<file path="config.mk">
export PLATFORM = sky130hd
export DESIGN_NAME = forwarding_hazard_unit
export DESIGN_NICKNAME = d
export VERILOG_FILES = /design/src/rtl/forwarding_hazard_unit_pkg.sv /design/src/rtl/fwd_select.sv /design/src/rtl/forwarding_hazard_unit.sv
export SDC_FILE = /design/constraint.sdc
export NUM_CORES = 1
export LEC_CHECK = 0
export CAP_MARGIN = 10
export CORE_AREA = 10 10 73 59
export CTS_BUF_LIST = sky130_fd_sc_hd__clkbuf_16
export DETAILED_ROUTE_END_ITERATION = 12
export DIE_AREA = 0 0 83 69
export PLACE_DENSITY_LB_ADDON = 0.3
export SYNTH_ARGS = -nofsm -noshare
export SYNTH_HDL_FRONTEND = slang
export SYNTH_SLANG_ARGS = --single-unit
</file>
<file path="constraint.sdc">
create_clock -name clock -period 7.3 [get_ports clock]
set_input_delay 2.19 -clock clock [delete_from_list [all_inputs] [get_ports clock]]
set_output_delay 2.19 -clock clock [all_outputs]
set_load 0.01 [all_outputs]
</file>
<file path="src/rtl/forwarding_hazard_unit_pkg.sv">
`default_nettype none
// ============================================================================
//  Module      : forwarding_hazard_unit_pkg
//  Description : Shared constants for the forwarding / hazard control slice.
//                - Forward-select encodings driven to the EX operand muxes:
//                  FWD_REG (register file), FWD_MEM (resultadoALU_MEM) and
//                  FWD_WB (resultadoMux_WB).
//                - Default register-address width.
//                - Instruction word used as a NOP on flush.
//  Revision    : 1.0 - initial release
// ============================================================================
package forwarding_hazard_unit_pkg;

   localparam int REG_W = 3;

   localparam logic [1:0] FWD_REG = 2'b00;
   localparam logic [1:0] FWD_MEM = 2'b10;
   localparam logic [1:0] FWD_WB  = 2'b01;

   // All-zero word decodes as a no-op with every control bit cleared.
   localparam logic [31:0] NOP_INSTR = 32'h0000_0000;

endpackage
`default_nettype wire

</file>
<file path="src/rtl/fwd_select.sv">
`default_nettype none
// ============================================================================
//  Module      : fwd_select
//  Description : Combinational forward-select for one ALU operand.
//                Compares the operand's source register against the EX/MEM
//                and MEM/WB destination shadows; the EX/MEM match wins because
//                it carries the newer value.
//  Ports       : srcReg           - source register of the operand in EX
//                exMemRd/exMemWe  - EX/MEM destination and write enable
//                memWbRd/memWbWe  - MEM/WB destination and write enable
//                fwdSel           - FWD_REG / FWD_MEM / FWD_WB select code
//  Revision    : 1.0 - initial release
// ============================================================================
module fwd_select #(
   parameter int REG_W    = 3,
   parameter int ZERO_REG = 1
) (
   input  logic [REG_W-1:0] srcReg,
   input  logic [REG_W-1:0] exMemRd,
   input  logic             exMemWe,
   input  logic [REG_W-1:0] memWbRd,
   input  logic             memWbWe,
   output logic [1:0]       fwdSel
);
   import forwarding_hazard_unit_pkg::*;

   logic w_srcLive;
   logic w_exMemHit;
   logic w_memWbHit;

   // A hardwired-zero source never needs a forwarded value.
   assign w_srcLive  = (ZERO_REG == 0) || (srcReg != '0);
   assign w_exMemHit = w_srcLive && exMemWe && (exMemRd == srcReg);
   assign w_memWbHit = w_srcLive && memWbWe && (memWbRd == srcReg);

   always_comb begin
      fwdSel = FWD_REG;
      if (w_exMemHit) begin
         fwdSel = FWD_MEM;
      end else if (w_memWbHit) begin
         fwdSel = FWD_WB;
      end
   end

endmodule
`default_nettype wire

</file>
<file path="src/rtl/forwarding_hazard_unit.sv">
`default_nettype none
// ============================================================================
//  Module      : forwarding_hazard_unit
//  Description : Control-side partner of the EX stage datapath. Produces the
//                operand forward selects, detects load-use hazards (stall
//                IF/ID plus an ID/EX bubble), flushes IF/ID on a taken branch
//                and counts load-use stall cycles. Keeps private shadows of
//                the EX/MEM and MEM/WB destination fields so only ID and EX
//                taps are needed.
//  Ports       : clock, reset_n         - clock, async active-low reset
//                reg1_ID, reg2_ID       - rs/rt of the instruction in ID
//                reg1_EX, reg2_EX       - rs/rt of the instruction in EX
//                RD                     - destination picked by regDest mux
//                regWrite_EX            - EX instruction writes the reg file
//                memRead_EX             - EX instruction is a load
//                branchTaken_EX         - branch resolved taken in EX
//                saidaAfw, saidaBfw     - forward selects for operands A/B
//                stall_IF_ID            - hold PC and IF/ID
//                bubble_ID_EX           - zero ID/EX control on next edge
//                flush_IF_ID            - replace IF/ID with a NOP
//                stallCount             - saturating load-use stall count
//  Revision    : 1.0 - initial release
// ============================================================================
module forwarding_hazard_unit #(
   parameter int REG_W    = 3,
   parameter int CNT_W    = 16,
   parameter int ZERO_REG = 1
) (
   input  logic             clock,
   input  logic             reset_n,
   input  logic [REG_W-1:0] reg1_ID,
   input  logic [REG_W-1:0] reg2_ID,
   input  logic [REG_W-1:0] reg1_EX,
   input  logic [REG_W-1:0] reg2_EX,
   input  logic [REG_W-1:0] RD,
   input  logic             regWrite_EX,
   input  logic             memRead_EX,
   input  logic             branchTaken_EX,
   output logic [1:0]       saidaAfw,
   output logic [1:0]       saidaBfw,
   output logic             stall_IF_ID,
   output logic             bubble_ID_EX,
   output logic             flush_IF_ID,
   output logic [CNT_W-1:0] stallCount
);
   import forwarding_hazard_unit_pkg::*;

   localparam logic [CNT_W-1:0] c_cntMax = '1;
   localparam logic [CNT_W-1:0] c_cntOne = {{(CNT_W-1){1'b0}}, 1'b1};

   logic [REG_W-1:0] r_exMemRd;
   logic             r_exMemWe;
   logic [REG_W-1:0] r_memWbRd;
   logic             r_memWbWe;
   logic             r_bubbleApplied;
   logic [CNT_W-1:0] r_stallCount;

   logic w_rdLive;
   logic w_loadUse;
   logic w_stall;
   logic w_bubble;
   logic w_flush;

   // ------------------------------------------------------------------------
   // Hazard and flush decisions. Outputs are qualified with reset_n so that
   // an asserted reset drops a pending stall at once, not at the next edge.
   // A taken branch squashes the instruction that would have been stalled,
   // so flush overrides the load-use stall.
   // ------------------------------------------------------------------------
   assign w_rdLive  = (ZERO_REG == 0) || (RD != '0);
   assign w_loadUse = memRead_EX && regWrite_EX && w_rdLive &&
                      ((RD == reg1_ID) || (RD == reg2_ID));

   assign w_flush  = reset_n && branchTaken_EX;
   assign w_stall  = reset_n && w_loadUse && !branchTaken_EX;
   assign w_bubble = reset_n && (w_loadUse || branchTaken_EX);

   assign stall_IF_ID  = w_stall;
   assign bubble_ID_EX = w_bubble;
   assign flush_IF_ID  = w_flush;
   assign stallCount   = r_stallCount;

   // ------------------------------------------------------------------------
   // Shadow pipeline. EX/MEM and MEM/WB never stall, so these advance every
   // edge. The instruction entering EX right after a bubble has its write
   // enable masked so a stale regWrite cannot produce a false forward.
   // ------------------------------------------------------------------------
   always_ff @(posedge clock or negedge reset_n) begin
      if (!reset_n) begin
         r_exMemRd       <= '0;
         r_exMemWe       <= 1'b0;
         r_memWbRd       <= '0;
         r_memWbWe       <= 1'b0;
         r_bubbleApplied <= 1'b0;
      end else begin
         r_exMemRd       <= RD;
         r_exMemWe       <= regWrite_EX && !r_bubbleApplied;
         r_memWbRd       <= r_exMemRd;
         r_memWbWe       <= r_exMemWe;
         r_bubbleApplied <= w_bubble;
      end
   end

   // Saturating load-use stall counter; holds at all-ones instead of wrapping.
   always_ff @(posedge clock or negedge reset_n) begin
      if (!reset_n) begin
         r_stallCount <= '0;
      end else if (w_stall && (r_stallCount != c_cntMax)) begin
         r_stallCount <= r_stallCount + c_cntOne;
      end
   end

   // ------------------------------------------------------------------------
   // Operand forward selects.
   // ------------------------------------------------------------------------
   fwd_select #(
      .REG_W    (REG_W),
      .ZERO_REG (ZERO_REG)
   ) u_fwdA (
      .srcReg  (reg1_EX),
      .exMemRd (r_exMemRd),
      .exMemWe (r_exMemWe),
      .memWbRd (r_memWbRd),
      .memWbWe (r_memWbWe),
      .fwdSel  (saidaAfw)
   );

   fwd_select #(
      .REG_W    (REG_W),
      .ZERO_REG (ZERO_REG)
   ) u_fwdB (
      .srcReg  (reg2_EX),
      .exMemRd (r_exMemRd),
      .exMemWe (r_exMemWe),
      .memWbRd (r_memWbRd),
      .memWbWe (r_memWbWe),
      .fwdSel  (saidaBfw)
   );

endmodule
`default_nettype wire
</file>
==> impl_metrics.csv <==
group,metric,value,unit
yosys,synthCells,130,
timing,grt_setup_unrepaired,"no",
worst_setup_path,crit_fanout,4,
worst_setup_path,reg2regPathDepth,6,
timing,hold_viol,0,
global_routing,grt-ovfl-total,0,
yosys,synth_area,1405,um^2
global_routing,grt_usage,12.56,%
timing,maxSlewHeadroom,70.47,%
detailed_routing,dr.first_iter.drc_count,63,
worst_setup_path,startpoint_type,"primary input",
hold_path,min_to,"r_exMemWe",
cells_and_area,seq_area,625.6,um^2
worst_setup_path,cpPeakStageDelay,0.61,ns
yosys,synthFlopType,"dfrtp_1",
clock_tree,cts-resized-gates,0,
worst_setup_path,worstPathRequired,5.11,ns
power_and_ir_drop,clockPowerShare,36.0,%
run,cap_violations,0,
worst_setup_path,worst_path_most_repeated_cell,"clkdlybuf4s50_1",
detailed_routing,wl,3566,um
hold_path,min_from,"r_bubbleApplied",
run_status,status,"finished, final reports clean",
detailed_routing,m1WireLength,1461,um
placement,portBuffers,42,
power_and_ir_drop,p_sw,77.67,uW
clock_tree,insertion_delay,0.26,ns
yosys,async_flop_share,100.0,%
cells_and_area,fill_cells,236,
detailed_routing,first_pass_iters,4,
yosys,syn_nets,151,
detailed_routing,route.detailed.drc,0,
detailed_routing,drt-wirelength-per-cell,16.82,um
clock_tree,htreeDepth,1,
floorplanning,coreArea,2893,um^2
yosys,synth_area_leaders,"dfrtp_1 (45%), xnor2_1 (12%), nand3_2 (5.0%)",
floorplanning,start_util,48.57,%
detailed_routing,dr_total_vias,1100,
clock_tree,cts_sinks,25,
hold_path,holdPathStages,1,
cells_and_area,multi_input_area,734.5,um^2
cells_and_area,nNetsFinal,196,
yosys,synth_top_area_cell,"dfrtp_1",
floorplanning,io_pins,43,
detailed_routing,dr_wl_met3,228,um
yosys,avgSynthCellArea,10.81,um^2
power_and_ir_drop,vdd_drop_max,149.9,uV
yosys,yosysUniqueCellTypes,30,
clock_tree,post_cts_buffers,0,
worst_setup_path,slowest_stage,"clkdlybuf4s50_1",
detailed_routing,wl_met2,1827,um
timing,fin_crit,6.284,ns
yosys,synth_top_area_share,44.52,%
cells_and_area,antenna_cells,0,
global_routing,grt_pass1_vias,1184,
timing,slew_viol_final,0,
clock_tree,holdBufCountCts,0,
yosys,synth_edf_count,0,
power_and_ir_drop,p_sw_share,23.56,%
detailed_routing,top_layer,"met4",
cells_and_area,area_growth,37.58,%
floorplanning,die_w,83,um
worst_setup_path,r2r_end,"stallCount[1]",
floorplanning,dieArea,5727,um^2
power_and_ir_drop,combinationalPowerShare,17.0,%
yosys,synth_common_cells,"dfrtp_1 (25), xnor2_1 (20), nor2_1 (12), nand3_1 (8), nand3_2 (7)",
detailed_routing,vias_per_cell,5.189,
power_and_ir_drop,leakage,0.7922,nW
global_routing,grt_max_degree,27,
power_and_ir_drop,power_density,170.5,nW/um^2
clock_tree,root_buffer,"clkbuf_16",
timing,finalSetupViolCount,0,
yosys,synth-seq-cells,25,
placement,place.gp.congestion,0.8220,
clock_tree,cts_buffer_depth,2,
timing,tns,0,ns
power_and_ir_drop,p_seq_share,47.0,%
clock_tree,clkTransAtPathRegs,0.06,ns
worst_setup_path,r2r_start,"stallCount[0]",
worst_setup_path,cp.arrival,4.09,ns
yosys,yosysMostFrequentCell,"dfrtp_1",
worst_setup_path,crit_type,"primary input to output port",
cells_and_area,final_core_util,66.83,%
cells_and_area,post_route_cells_drive_above_1_share,12.07,%
floorplanning,num_rows,17,
worst_setup_path,r2r_setup_slack,5.25,ns
timing,holdWs,0.4096,ns
timing,max_freq,159.1,MHz
detailed_routing,drtAntennaViolNets,0,
yosys,yosysWarnings,0,
hold_path,min_path_type,"flip-flop to flip-flop",
global_routing,grt_pass1_wl,6009,um
yosys,yosysSeqAreaShare,44.52,%
floorplanning,die_h,69,um
timing,fin_crit_sh,86.09,%
worst_setup_path,setup.worst_path.end_class,"output port",
global_routing,antenna_found_initial,0,
placement,place_hpwl,2781,um
worst_setup_path,crit_path_cell_trace,"clkdlybuf4s50_1 -> xnor2_1 -> nand3_1 -> a2111oi_4 -> clkdlybuf4s50_1",
power_and_ir_drop,power.internal,252.0,uW
clock_tree,cts_tree,"built",
timing,finalClockSkew,0.002330,ns
timing,worst_pin_slew,0.4396,ns
clock_tree,numCtsBuffers,3,
## stage by stage
stage / instances / total power, mW / setup slack, ns / instance area, um^2
floorplan: 130 / 0.1790 / 1.934 / 1405
global placement: 208 / 0.2110 / 1.057 / 1854
detailed placement: 208 / 0.2142 / 1.010 / 1854
CTS: 212 / 0.3328 / 1.005 / 1933
global route: 212 / 0.3463 / 0.9400 / 1933
finish: 212 / 0.3296 / 1.016 / 1933
## critical path, delay by kind of cell
| kind | cells | cell delay, ns |
|---|---|---|
| xor gates and xnor gates | 1 | 0.16 |
| AOI/OAI and AO/OA | 1 | 0.37 |
| buffers and inverters | 2 | 1.21 |
| and+or+nand+nor | 1 | 0.16 |
## flip-flops by register name, indices dropped and copies added (netlist names)
signal           flops
r_exMemWe            1
r_exMemRd            3
stallCount          16
r_memWbWe            1
r_bubbleApplied      1
r_memWbRd            3
## cells by family (layout without fill, tap and decap cells)
family / after synthesis / count (layout) / synth area share, %
AOI/OAI and AO/OA: 7 / 7 / 4.364
xor gates and xnor gates: 27 / 27 / 18.43
adders and majority gates: 1 / 1 / 0.8903
buffers and inverters: 7 / 51 / 3.205
DFF: 25 / 25 / 44.52
muxes: 3 / 3 / 2.404
and+or+nand+nor: 60 / 60 / 26.18
## how the worst max path moves through the flow
| stage | start | end | slack, ns |
|---|---|---|---|
| 4_1_cts | RD[1] | stall_IF_ID | 1.00 |
| 6_report | RD[1] | stall_IF_ID | 1.02 |
| 3_5_place_dp | RD[1] | stall_IF_ID | 1.01 |
| 5_1_grt | reg2_EX[0] | saidaBfw[0] | 0.94 |
| 2_1_floorplan | RD[0] | stall_IF_ID | 1.93 |
| 3_3_place_gp | RD[0] | stall_IF_ID | 1.06 |
## cell usage in the layout (no fill, tap or decap), drive strengths merged
| master | instances |
|---|---|
| xnor2 | 23 |
| nand2 | 7 |
| mux2 | 3 |
| and3 | 5 |
| nor3 | 5 |
| nor4 | 2 |
| clkbuf | 3 |
| and2 | 1 |
| nor2 | 12 |
| a21o | 1 |
| nand2b | 1 |
| xor2 | 4 |
| o21ai | 2 |
| and4 | 1 |
| nor2b | 3 |
| nand4 | 6 |
| or3 | 1 |
| clkdlybuf4s50 | 42 |
| dfrtp | 25 |
| buf | 2 |
| inv | 4 |
| nor3b | 1 |
| a2111oi | 1 |
| a31oi | 1 |
| a21oi | 2 |
| ha | 1 |
| nand3 | 15 |
## per-layer routing
| metal | up-vias | global-route usage [%] |
|---|---|---|
| li1 | 537 | - |
| met1 | 523 | 14.65 |
| met2 | 34 | 21.17 |
| met3 | 6 | 4.801 |
| met4 | 0 | 2.809 |
| met5 | - | 0 |
## power groups by stage
stage | Sequential [mW] | Clock (mW) | Combinational [mW]
CTS | 0.155 | 0.121 | 0.0573
finish | 0.155 | 0.119 | 0.0562
floorplan | 0.158 | 0 | 0.0215
detailed placement | 0.157 | 0 | 0.0570
global placement | 0.157 | 0 | 0.0545
global route | 0.156 | 0.129 | 0.0619
## cell type report
cell class,count,area share (%)
clock buffer,3,3.884
inverter,3,0.5825
clock inverter,1,0.1942
tap,38,2.460
sequential,25,32.36
multi-input combinational,98,37.99
timing repair buffer,44,22.52
No activity file was read; power rests on OpenSTA's default activity.
